`config.mk`:
```
export PLATFORM = sky130hd
export DESIGN_NAME = rv32i_insn_encoder
export DESIGN_NICKNAME = d
export VERILOG_FILES = /design/src/rtl/rv32i_insn_encoder.sv
export SDC_FILE = /design/constraint.sdc
export NUM_CORES = 1
export LEC_CHECK = 0
export CORE_MARGIN = 2
export CORE_UTILIZATION = 48
export DETAILED_ROUTE_END_ITERATION = 8
export PLACE_DENSITY = 0.86
export SLEW_MARGIN = 30
export SYNTH_ARGS = -nofsm -noshare
export SYNTH_HDL_FRONTEND = slang
export SYNTH_SLANG_ARGS = --single-unit
export TNS_END_PERCENT = 1
```
`constraint.sdc`:
```
create_clock -name i_clk -period 3.7 [get_ports i_clk]
set_clock_uncertainty 0.05 [all_clocks]
set_input_delay 0.37 -clock i_clk [delete_from_list [all_inputs] [get_ports i_clk]]
set_output_delay 0.37 -clock i_clk [all_outputs]
set_load 0.005 [all_outputs]
```
`src/rtl/rv32i_insn_encoder.sv`:
```
// RV32I instruction encoder: validates class/field descriptors and streams the legal
// encoded words to sequential IMEM addresses through a one-entry output register.
module rv32i_insn_encoder #(
   parameter int P_ADDR_W = 8,
   parameter int P_DEPTH  = 256
) (
   input  logic                i_clk,
   input  logic                i_reset,
   input  logic                i_clr,
   input  logic                i_req_vld,
   output logic                o_req_rdy,
   input  logic [3:0]          i_cls,
   input  logic [2:0]          i_funct3,
   input  logic                i_alt,
   input  logic [4:0]          i_rd,
   input  logic [4:0]          i_rs1,
   input  logic [4:0]          i_rs2,
   input  logic [31:0]         i_imm,
   output logic                o_wr_vld,
   input  logic                i_wr_rdy,
   output logic [P_ADDR_W-1:0] o_wr_addr,
   output logic [31:0]         o_wr_data,
   output logic [P_ADDR_W:0]   o_cnt,
   output logic                o_full,
   output logic                o_err
);

   typedef enum logic [1:0] {IDLE, PEND, FULL} state_t;

   state_t              state_q, state_d;
   logic [P_ADDR_W-1:0] addr_q, addr_d;
   logic [31:0]         data_q, data_d;
   logic [P_ADDR_W:0]   cnt_q, cnt_d;
   logic                err_q, err_d;
   logic                pend_d;

   logic signed [31:0]  simm;
   logic [31:0]         enc;
   logic                legal;
   logic                in12, in13, in21, is_shift, alt_ok;
   logic [6:0]          f7;
   logic                acc, hs;

   assign simm     = i_imm;
   assign in12     = (simm >= -2048) && (simm <= 2047);
   assign in13     = (simm >= -4096) && (simm <= 4094);
   assign in21     = (simm >= -1048576) && (simm <= 1048574);
   assign is_shift = (i_funct3 == 3'b001) || (i_funct3 == 3'b101);
   assign alt_ok   = ((i_cls == 4'd0) && ((i_funct3 == 3'b000) || (i_funct3 == 3'b101))) ||
                     ((i_cls == 4'd1) && (i_funct3 == 3'b101));
   assign f7       = i_alt ? 7'b0100000 : 7'b0000000;

   always_comb begin
      enc   = 32'd0;
      legal = 1'b1;
      case (i_cls)
         4'd0: enc = {f7, i_rs2, i_rs1, i_funct3, i_rd, 7'b0110011};
         4'd1: begin
            if (is_shift) begin
               enc   = {f7, i_imm[4:0], i_rs1, i_funct3, i_rd, 7'b0010011};
               legal = (i_imm[31:5] == 27'd0);
            end else begin
               enc   = {i_imm[11:0], i_rs1, i_funct3, i_rd, 7'b0010011};
               legal = in12;
            end
         end
         4'd2: begin
            enc   = {i_imm[11:0], i_rs1, i_funct3, i_rd, 7'b0000011};
            legal = in12 && (i_funct3 != 3'b011) && (i_funct3 != 3'b110) && (i_funct3 != 3'b111);
         end
         4'd3: begin
            enc   = {i_imm[11:5], i_rs2, i_rs1, i_funct3, i_imm[4:0], 7'b0100011};
            legal = in12 && (i_funct3 < 3'b011);
         end
         4'd4: begin
            enc   = {i_imm[12], i_imm[10:5], i_rs2, i_rs1, i_funct3, i_imm[4:1], i_imm[11], 7'b1100011};
            legal = in13 && !i_imm[0] && (i_funct3 != 3'b010) && (i_funct3 != 3'b011);
         end
         4'd5: begin
            enc   = {i_imm[20], i_imm[10:1], i_imm[11], i_imm[19:12], i_rd, 7'b1101111};
            legal = in21 && !i_imm[0];
         end
         4'd6: begin
            enc   = {i_imm[11:0], i_rs1, i_funct3, i_rd, 7'b1100111};
            legal = in12 && (i_funct3 == 3'b000);
         end
         4'd7: begin
            enc   = {i_imm[31:12], i_rd, 7'b0110111};
            legal = (i_imm[11:0] == 12'd0);
         end
         4'd8: begin
            enc   = {i_imm[31:12], i_rd, 7'b0010111};
            legal = (i_imm[11:0] == 12'd0);
         end
         default: legal = 1'b0;
      endcase
      if (i_alt && !alt_ok) legal = 1'b0;
   end

   assign o_wr_vld  = (state_q == PEND);
   assign o_full    = (cnt_q == (P_ADDR_W+1)'(P_DEPTH));
   assign o_req_rdy = ~i_reset & ~i_clr & ~o_full & (~o_wr_vld | i_wr_rdy);
   assign acc       = i_req_vld & o_req_rdy;
   assign hs        = o_wr_vld & i_wr_rdy;

   always_comb begin
      addr_d  = addr_q;
      data_d  = data_q;
      cnt_d   = cnt_q;
      err_d   = err_q;
      pend_d  = o_wr_vld & ~hs;
      state_d = state_q;
      if (i_clr) begin
         cnt_d   = '0;
         err_d   = 1'b0;
         state_d = IDLE;
      end else begin
         if (acc && legal) begin
            addr_d = cnt_q[P_ADDR_W-1:0];
            data_d = enc;
            cnt_d  = cnt_q + (P_ADDR_W+1)'(1);
            pend_d = 1'b1;
         end
         if (acc && !legal) err_d = 1'b1;
         // FULL is only reached once the last word has drained
         if (pend_d)                                  state_d = PEND;
         else if (cnt_d == (P_ADDR_W+1)'(P_DEPTH))    state_d = FULL;
         else                                         state_d = IDLE;
      end
   end

   always_ff @(posedge i_clk or posedge i_reset) begin
      if (i_reset) begin
         state_q <= IDLE;
         addr_q  <= '0;
         data_q  <= '0;
         cnt_q   <= '0;
         err_q   <= 1'b0;
      end else begin
         state_q <= state_d;
         addr_q  <= addr_d;
         data_q  <= data_d;
         cnt_q   <= cnt_d;
         err_q   <= err_d;
      end
   end

   assign o_wr_addr = addr_q;
   assign o_wr_data = data_q;
   assign o_cnt     = cnt_q;
   assign o_err     = err_q;

endmodule
```
==> results of run 1 <==
[worst max-delay path, stage by stage]
cell,delay (ns)
sky130_fd_sc_hd__clkdlybuf4s50_1,0.46
sky130_fd_sc_hd__nor4_1,0.52
sky130_fd_sc_hd__nand3_1,0.18
sky130_fd_sc_hd__nor2_1,0.18
sky130_fd_sc_hd__a31oi_1,0.06
sky130_fd_sc_hd__a221oi_1,0.45
sky130_fd_sc_hd__o211ai_4,0.33
sky130_fd_sc_hd__or4_1,0.57
sky130_fd_sc_hd__a21oi_1,0.15
[path summary, 6_finish.rpt]
check / slack (ns) / startpoint / depth (start not counted) / end
max in group asynchronous: 2.69 / i_reset / 2 / o_wr_data[13]
hold / removal: 0.43 / o_wr_data[17] / 2 / o_wr_data[17]
setup reg to reg: 1.13 / o_cnt[0] / 7 / o_cnt[7]
min in group asynchronous: 0.50 / i_reset / 2 / o_wr_data[3]
setup / recovery: 0.60 / i_imm[29] / 9 / o_cnt[7]
hold reg to reg: 0.43 / o_wr_data[17] / 2 / o_wr_data[17]
[through the flow]
step           area (µm²)  std cells
6_report             4310        532
5_1_grt              4310        532
4_1_cts              4310        532
3_5_place_dp         4210        524
3_3_place_gp         4210        524
2_1_floorplan        3040        352
[report_power, final]
group,switching [mW],total [mW],internal (mW)
Combinational,0.116,0.240,0.124
Sequential,0.00778,0.578,0.570
Clock,0.187,0.340,0.153
Total,0.311,1.16,0.847
[placed cells by master, fill, tap and decap left out, types with 5 or more instances in the layout]
cell and instances:
sky130_fd_sc_hd__o21ai_0 40, sky130_fd_sc_hd__inv_1 9, sky130_fd_sc_hd__buf_4 6, sky130_fd_sc_hd__nand2_1 47, sky130_fd_sc_hd__nand3_1 10, sky130_fd_sc_hd__clkbuf_8 6, sky130_fd_sc_hd__nor2b_1 5, sky130_fd_sc_hd__dfrtp_1 51
sky130_fd_sc_hd__nor2_1 22, sky130_fd_sc_hd__a21oi_1 27, sky130_fd_sc_hd__a22oi_1 24, sky130_fd_sc_hd__nand2b_1 8, sky130_fd_sc_hd__clkdlybuf4s50_1 112, sky130_fd_sc_hd__mux2_2 13, sky130_fd_sc_hd__nand4_1 11, sky130_fd_sc_hd__or3_1 7
sky130_fd_sc_hd__nor4_1 7, sky130_fd_sc_hd__nor3_1 8
[cells in the mapped netlist, drive strengths merged, types with 3 or more instances]
cell    number
nand2b       9
a21oi       27
inv         10
mux2        13
nand4       12
clkbuf      12
o221ai       4
nand2       47
nor4         7
dfrtp       51
nand3       10
a22oi       24
nor3         8
or3          7
or4          3
o21ai       42
nor2b        5
buf         10
nor2        22
o31ai        3
[metal layers]
metal | vias to the layer above | track usage | wire, µm
met2 | 200 | 0.419 | 4230
met1 | 1468 | 0.335 | 3740
met4 | 0 | 0.0806 | 133
met5 | - | 0 | 0
li1 | 1514 | - | -
met3 | 12 | 0.0653 | 835
[cell type report]
cell class	count	area (µm²)
repair buffers	119	1190
inverters	10	40.0
flip-flops and latches	51	1280
multi-input cells	269	1620
fillers	479	1710
well taps	75	93.8
clock buffers	6	82.6
clock inverters	2	16.3
[cell families (layout without fill, tap and decap cells)]
kind of cell | after synthesis | count (layout) | synth area share
and+or+nand+nor | 135 | 135 | 0.223
AOI/OAI and AO/OA | 115 | 115 | 0.234
DFF | 51 | 51 | 0.420
buffers and inverters | 32 | 137 | 0.0495
muxes | 16 | 16 | 0.0622
adders and majority gates | 2 | 2 | 0.00824
xor gates and xnor gates | 1 | 1 | 0.00289
[sequential cells by signal (all words and copies together) (netlist names)]
signal	cells
o_cnt	9
o_wr_addr	8
state_q	2
o_wr_data	31
o_err	1
==> results.toml, run 1 <==
[run_status]
run_status = "completed"

[placed_design]
finalWeightedCongestion = 0.991
preCtsSetupSlack_ns = 0.400
place.port_buffers = 112
detailedPlacementHpwl_mm = 6.66

[detailed_routing]
drc = 0
total_routed_wirelength_mm = 8.94
routed-via-count = 3194
antenna_violating_nets_post_route = 0
wire_per_inst_um = 16.8
initialDrtViolationCount = 216
vias_per_cell = 6.00
drt-pass1-iter-count = 5

[global_routing]
grt_pass1_wl_mm = 14.9
first_global_vias = 3172
gr-total-overflow = 0
grt_use_total = 0.256
antenna_found_initial = 0
grt_start_max_net_pins = 52

[synthesis]
syn-cell-area_um2 = 3040
synthesis.nets = 414
ys.warnings.count = 0
synth_edf_count = 0
post_synth.cell_area_avg_um2 = 8.62
synth_top_flop_cell = "sky130_fd_sc_hd__dfrtp_1"
synth-seq-cells = 51
yosys.cell_types.count = 48
netlist.area_leader.share = 0.420
synthesized_netlist_cell_count = 352
ys_seq_area_frac = 0.420
area_contributors_post_synth = "sky130_fd_sc_hd__dfrtp_1, sky130_fd_sc_hd__o21ai_0, sky130_fd_sc_hd__a22oi_1"
synth_area_leader_cell = "sky130_fd_sc_hd__dfrtp_1"
share_of_flip_flops_with_an_asynchronous_set_or_reset = 1.00

[final_layout]
finish.net_count = 518
antennaDiodeCount = 0
syn_to_final_growth_pct = 42.1
final_layout_size_suffix_gt1_frac = 0.0744
final_util = 0.716

[clock_tree]
cts.sinks = 51
postCtsSetupRepairBufs = 0
worst_setup_hold_path_clk_slew_ns = 0.09
buffers_from_clock_root_to_sink_at_most = 2
numCtsBuffers = 5
worst_skew_pair_later_pin_latency_ns = 0.30
htree_num_levels = 2
clockRootBuffer = "sky130_fd_sc_hd__clkbuf_8"
hold_buffers = 0
post_cts_resize_count = 0
tritoncts_clock_tree = "done"

[sta]
final.min_clock_period_ns = 3.10
slew_headroom = 0.542
totalNegativeSetupSlack_ns = 0
period_share = 0.838
fmax_mhz = 322
rsz0062_at_grt = "false"
finalHoldViolations = 0
fin_worst_hold_slack_ns = 0.430
worst_max_slew_pin_slew_ns = 0.687
finalSetupViolCount = 0
timing.final.ws_setup_ns = 0.599
timing.final.max_slew_violations = 0

[setup_path]
crit_path_end_kind = "register"
worst_ep_required_time_ns = 3.87
crit_path_start_kind = "input port"
critical_path.max_fanout = 24
criticalPathCategory = "in2reg"
critPathArrivalTime_ns = 3.27

[die]
num_io_pins = 113
core_area_um2 = 6030
row_count = 28
initial_utilization = 0.504
floorplan.die.width_um = 83.5
die_y_um = 83.5
die_area_um2 = 6980

[power]
leakage_nw = 1.70
p_total_mw = 1.16
vdd_drop_max_mv = 0.208
p_per_area_nw_per_um2 = 269

[min_path]
min-delay-path-class = "reg2reg"

[job]
maxCapViolCount = 0
(Power assumes the default switching activity.)
==> inputs of run 2 (changes only) <==
--- a/config.mk
+++ b/config.mk
@@ -6,9 +6,9 @@
 export NUM_CORES = 1
 export LEC_CHECK = 0
 export CORE_MARGIN = 2
-export CORE_UTILIZATION = 48
+export CORE_UTILIZATION = 45
 export DETAILED_ROUTE_END_ITERATION = 8
-export PLACE_DENSITY = 0.86
+export PLACE_DENSITY = 0.81
 export SLEW_MARGIN = 30
 export SYNTH_ARGS = -nofsm -noshare
 export SYNTH_HDL_FRONTEND = slang
==> constraint.sdc (replaced) <==
create_clock -name i_clk -period 3.2 [get_ports i_clk]
set_clock_uncertainty 0.05 [all_clocks]
set_input_delay 0.32 -clock i_clk [delete_from_list [all_inputs] [get_ports i_clk]]
set_output_delay 0.32 -clock i_clk [all_outputs]
set_load 0.005 [all_outputs]
==> results.toml, run 2 (synthesis results as in run 1) <==
[run_status]
run_status = "completed"

[sta]
finalHoldViolations = 0
worst_max_slew_pin_slew_ns = 0.780
slew_headroom = 0.480
period_share = 0.847
finalSetupViolCount = 0
rsz0062_at_grt = "false"
timing.final.ws_setup_ns = 0.489
timing.final.max_slew_violations = 0
fmax_mhz = 369
fin_worst_hold_slack_ns = 0.437
totalNegativeSetupSlack_ns = 0
final.min_clock_period_ns = 2.71

[power]
p_total_mw = 1.42
leakage_nw = 1.78
netSwitchingPower_mw = 0.375
p_per_area_nw_per_um2 = 320
intPower_mw = 1.05
power_switching_share = 0.264
vdd_drop_max_mv = 0.207
seq_power_share = 0.470
pwr-share-comb = 0.203
p_clk_frac = 0.327

[die]
num_io_pins = 113
floorplan.die.width_um = 86.1
die_area_um2 = 7420
row_count = 29
core_area_um2 = 6420
initial_utilization = 0.473
die_y_um = 86.1

[setup_path]
r2r_slack_ns = 0.65
startpoint_of_the_most_critical_register_to_register_path = "o_cnt[0]"
ff2ff_path_depth = 8
end_of_the_worst_register_to_register_path = "o_cnt[4]"
criticalPathCategory = "in2reg"
critPathArrivalTime_ns = 2.90
timing.critical_path.from = "i_imm[29]"
setup.worst_path.end = "o_cnt[4]"
critical_path.max_fanout = 12
worst_ep_required_time_ns = 3.39
crit_path_end_kind = "register"
crit_path_start_kind = "input port"

[clock_tree]
cts.sinks = 51
numCtsBuffers = 5
worst_skew_pair_later_pin_latency_ns = 0.31
htree_num_levels = 2
tritoncts_clock_tree = "done"
worst_setup_hold_path_clk_slew_ns = 0.10
clockRootBuffer = "sky130_fd_sc_hd__clkbuf_8"
postCtsSetupRepairBufs = 0
post_cts_resize_count = 0
hold_buffers = 0
buffers_from_clock_root_to_sink_at_most = 2

[placed_design]
detailedPlacementHpwl_mm = 7.20
preCtsSetupSlack_ns = 0.195
place.port_buffers = 112
finalWeightedCongestion = 0.997

[detailed_routing]
antenna_violating_nets_post_route = 0
total_routed_wirelength_mm = 9.40
drc = 0
initialDrtViolationCount = 253
wire_per_inst_um = 17.2
routed-via-count = 3312
drt-pass1-iter-count = 5
vias_per_cell = 6.04

[global_routing]
first_global_vias = 3117
grt_use_total = 0.260
grt_pass1_wl_mm = 15.4
antenna_found_initial = 0
grt_start_max_net_pins = 52
gr-total-overflow = 0

[min_path]
min-delay-path-class = "in2async"

[final_layout]
flip_flop_count_of_the_largest_register_all_copies_and_words_added = 31
seqCellArea_um2 = 1280
syn_to_final_growth_pct = 46.2
antennaDiodeCount = 0
fillCellCount = 528
final_cell_mix = "sky130_fd_sc_hd__clkdlybuf4s50_1, sky130_fd_sc_hd__dfrtp_1, sky130_fd_sc_hd__nand2_1"
multi_input_area_um2 = 1620
finish.net_count = 532
final_layout_size_suffix_gt1_frac = 0.102
mostFrequentLayoutCell = "sky130_fd_sc_hd__clkdlybuf4s50_1"

[job]
maxCapViolCount = 0
run 2: changes by cell type in the layout (fill, tap and decap cells not counted), sizes merged:
cell | previous run | this run
clkbuf | 6 | 5
bufinv | 0 | 1
inv | 10 | 11
buf | 7 | 21
clkinv | 1 | 0
run 2: cell type report:
cell class / count / area share
flip-flops and latches: 51 / 0.288
clock buffers: 5 / 0.0155
well taps: 77 / 0.0217
clock inverters: 3 / 0.0104
multi-input cells: 269 / 0.365
inverters: 10 / 0.00902
repair buffers: 133 / 0.291
run 2: routing by layer:
layer / GRT usage / part of all wire / vias up
li1: - / - / 1545
met1: 0.360 / 0.41 / 1553
met2: 0.418 / 0.48 / 192
met3: 0.0462 / 0.087 / 22
met4: 0.0765 / 0.022 / 0
met5: 0 / 0 / -
run 2: power by group through the flow:
stage                     combinational [mW]  sequential, mW  clock [mW]
after global placement                 0.285           0.680           0
after detailed placement               0.287           0.680           0
after floorplan                        0.114           0.681           0
after global routing                   0.314           0.670       0.495
after CTS                              0.288           0.668       0.472
final                                  0.289           0.668       0.464
run 2: worst max-delay path, stage by stage:
cell	delay (ns)
sky130_fd_sc_hd__clkdlybuf4s50_1	0.45
sky130_fd_sc_hd__nor4_1	0.46
sky130_fd_sc_hd__nand3_1	0.17
sky130_fd_sc_hd__nor2_1	0.18
sky130_fd_sc_hd__a31oi_1	0.06
sky130_fd_sc_hd__a221oi_1	0.24
sky130_fd_sc_hd__buf_4	0.18
sky130_fd_sc_hd__o211ai_4	0.13
sky130_fd_sc_hd__buf_4	0.21
sky130_fd_sc_hd__or3_1	0.36
sky130_fd_sc_hd__a21oi_1	0.15
run 2: worst min path at each step:
stage	to	slack (ns)	start
floorplan	o_cnt[8]	0.33	i_clr
global placement	o_wr_data[9]	0.41	o_wr_data[9]
detailed placement	o_wr_data[15]	0.42	o_wr_data[15]
CTS	o_wr_data[8]	0.44	o_wr_data[8]
global route	o_wr_data[8]	0.46	o_wr_data[8]
finish	o_cnt[8]	0.44	i_reset
run 2: stage by stage:
step                      utilization  area, µm²  instances
after global routing            0.691       4440        548
after detailed placement        0.673       4320        540
after global placement          0.673       4320        540
after CTS                       0.691       4440        548
final                           0.691       4440        548
after floorplan                     -       3040        352
==> inputs of run 3 (changes only) <==
==> constraint.sdc (replaced) <==
create_clock -name i_clk -period 2.6 [get_ports i_clk]
set_clock_uncertainty 0.05 [all_clocks]
set_input_delay 0.26 -clock i_clk [delete_from_list [all_inputs] [get_ports i_clk]]
set_output_delay 0.26 -clock i_clk [all_outputs]
set_load 0.005 [all_outputs]
==> results.toml, run 3 (synthesis results as in run 1) <==
[clock_tree]
hold_buffers = 0
cts.sinks = 51
clockRootBuffer = "sky130_fd_sc_hd__clkbuf_8"
worst_setup_hold_path_clk_slew_ns = 0.09
worst_skew_pair_later_pin_latency_ns = 0.31
htree_num_levels = 2
buffers_from_clock_root_to_sink_at_most = 2
tritoncts_clock_tree = "done"
numCtsBuffers = 5

[setup_path]
critPathBufInv = 5
critPathArrivalTime_ns = 2.70
critical_path.max_fanout = 6
timing.critical_path.from = "i_imm[27]"
cpMostUsedCell = "sky130_fd_sc_hd__buf_4"
startpoint_of_the_most_critical_register_to_register_path = "o_cnt[7]"
crit_chain = "clkdlybuf4s50_1, nor4_4, buf_4, nand3_1, buf_4, a21oi_2, o211ai_1, nand4_4, buf_4, o211ai_2, buf_4, mux2_2"
r2r_slack_ns = 0.30
crit_path_start_kind = "input port"
crit_path_end_kind = "register"
critical_path.top_delay_family = "buffers and inverters"
worst_path_largest_cell_delay_ns = 0.53
criticalPathCategory = "in2reg"
critical_path.slowest_cell = "sky130_fd_sc_hd__clkdlybuf4s50_1"
worst_ep_required_time_ns = 2.74

[placed_design]
preCtsSetupSlack_ns = -0.412
place_area_um2 = 4740
detailedPlacementHpwl_mm = 8.07
placed_cells = 596
finalWeightedCongestion = 0.972
place.port_buffers = 112

[sta]
period_share = 0.985
timing.final.max_slew_violations = 0
fmax_mhz = 391
final.min_clock_period_ns = 2.56
slew_headroom = 0.532
worst_max_slew_pin_slew_ns = 0.697
totalNegativeSetupSlack_ns = 0
fin_worst_hold_slack_ns = 0.296
finalHoldViolations = 0
finalSetupViolCount = 0
timing.final.ws_setup_ns = 0.0392

[global_routing]
gr-total-overflow = 0
antenna_found_initial = 0
grt_use_total = 0.285
first_global_vias = 3411
grt_pass1_wl_mm = 16.6
grt_start_max_net_pins = 55

[detailed_routing]
vias_per_cell = 5.81
wire_per_inst_um = 17.4
drc = 0
total_routed_wirelength_mm = 10.6
antenna_violating_nets_post_route = 0
drt-pass1-iter-count = 5
routed-via-count = 3518
initialDrtViolationCount = 253

[die]
die_area_um2 = 7420
die_y_um = 86.1
initial_utilization = 0.473
floorplan.die.width_um = 86.1
row_count = 29
num_io_pins = 113
core_area_um2 = 6420

[final_layout]
multi_input_area_um2 = 1720
final_layout_size_suffix_gt1_frac = 0.227
finish.net_count = 591
final_cell_mix = "sky130_fd_sc_hd__clkdlybuf4s50_1, sky130_fd_sc_hd__buf_4, sky130_fd_sc_hd__dfrtp_1"
postLayoutCellArea_um2 = 4990
syn_to_final_growth_pct = 64.3
flip_flop_count_of_the_largest_register_all_copies_and_words_added = 31
final_std_cells_w_o_fill = 606
fillCellCount = 481
final_util = 0.777
mostFrequentLayoutCell = "sky130_fd_sc_hd__clkdlybuf4s50_1"
seqCellArea_um2 = 1280
antennaDiodeCount = 0

[power]
seq_power_share = 0.456
netSwitchingPower_mw = 0.473
intPower_mw = 1.33
leakage_nw = 2.10
p_total_mw = 1.80
pwr-share-comb = 0.237
power_switching_share = 0.263
p_clk_frac = 0.307
vdd_drop_max_mv = 0.224
p_per_area_nw_per_um2 = 361

[run_status]
run_status = "completed"

[job]
maxCapViolCount = 0

[min_path]
min-delay-path-class = "in2async"
[run 3: worst register-to-register path: stages, from the launching register on]
cell and delay [ns]:
sky130_fd_sc_hd__dfrtp_1 0.44, sky130_fd_sc_hd__nor4_1 0.08, sky130_fd_sc_hd__nand2_1 0.06, sky130_fd_sc_hd__nor3_1 0.06, sky130_fd_sc_hd__a2111o_1 0.46, sky130_fd_sc_hd__nor2_2 0.24, sky130_fd_sc_hd__o211ai_4 0.17, sky130_fd_sc_hd__buf_4 0.17
sky130_fd_sc_hd__or3_1 0.33, sky130_fd_sc_hd__a21oi_1 0.17
[run 3: area by class of cell]
| type | instances | share of cell area |
|---|---|---|
| sequential | 51 | 0.256 |
| clock buffer | 5 | 0.0138 |
| timing repair buffer | 191 | 0.352 |
| clock inverter | 2 | 0.00752 |
| tap | 77 | 0.0193 |
| multi-input combinational | 270 | 0.344 |
| inverter | 10 | 0.00752 |
[run 3: power by group through the flow]
stage	sequential [mW]	clock, mW	combinational [mW]
3_3_place_gp	0.837	0	0.404
6_report	0.821	0.552	0.426
4_1_cts	0.821	0.564	0.413
2_1_floorplan	0.838	0	0.140
3_5_place_dp	0.837	0	0.411
5_1_grt	0.824	0.599	0.457
[run 3: path summary, 6_finish.rpt]
kind                            endpoint  cells after the start
max                         o_wr_addr[2]                     12
min                           state_q[0]                      2
max reg2reg                     o_cnt[4]                      9
min in group i_clk         o_wr_data[16]                      2
max in group asynchronous  o_wr_data[29]                      3
min reg2reg                o_wr_data[16]                      2
[run 3: per-layer routing]
| metal | GRT usage | vias up | wire [µm] |
|---|---|---|---|
| li1 | - | 1657 | - |
| met1 | 0.362 | 1672 | 4450 |
| met2 | 0.491 | 164 | 5230 |
| met3 | 0.0549 | 25 | 669 |
| met4 | 0.0880 | 0 | 197 |
| met5 | 0 | - | 0 |
[run 3: what timing repair did]
action / in CTS / in global routing
buffers inserted: 0 / 2
pin swaps: 1 / 11
setup endpoints to repair: 12 / 17
gates cloned: 0 / 1
gates resized for setup: 4 / 23
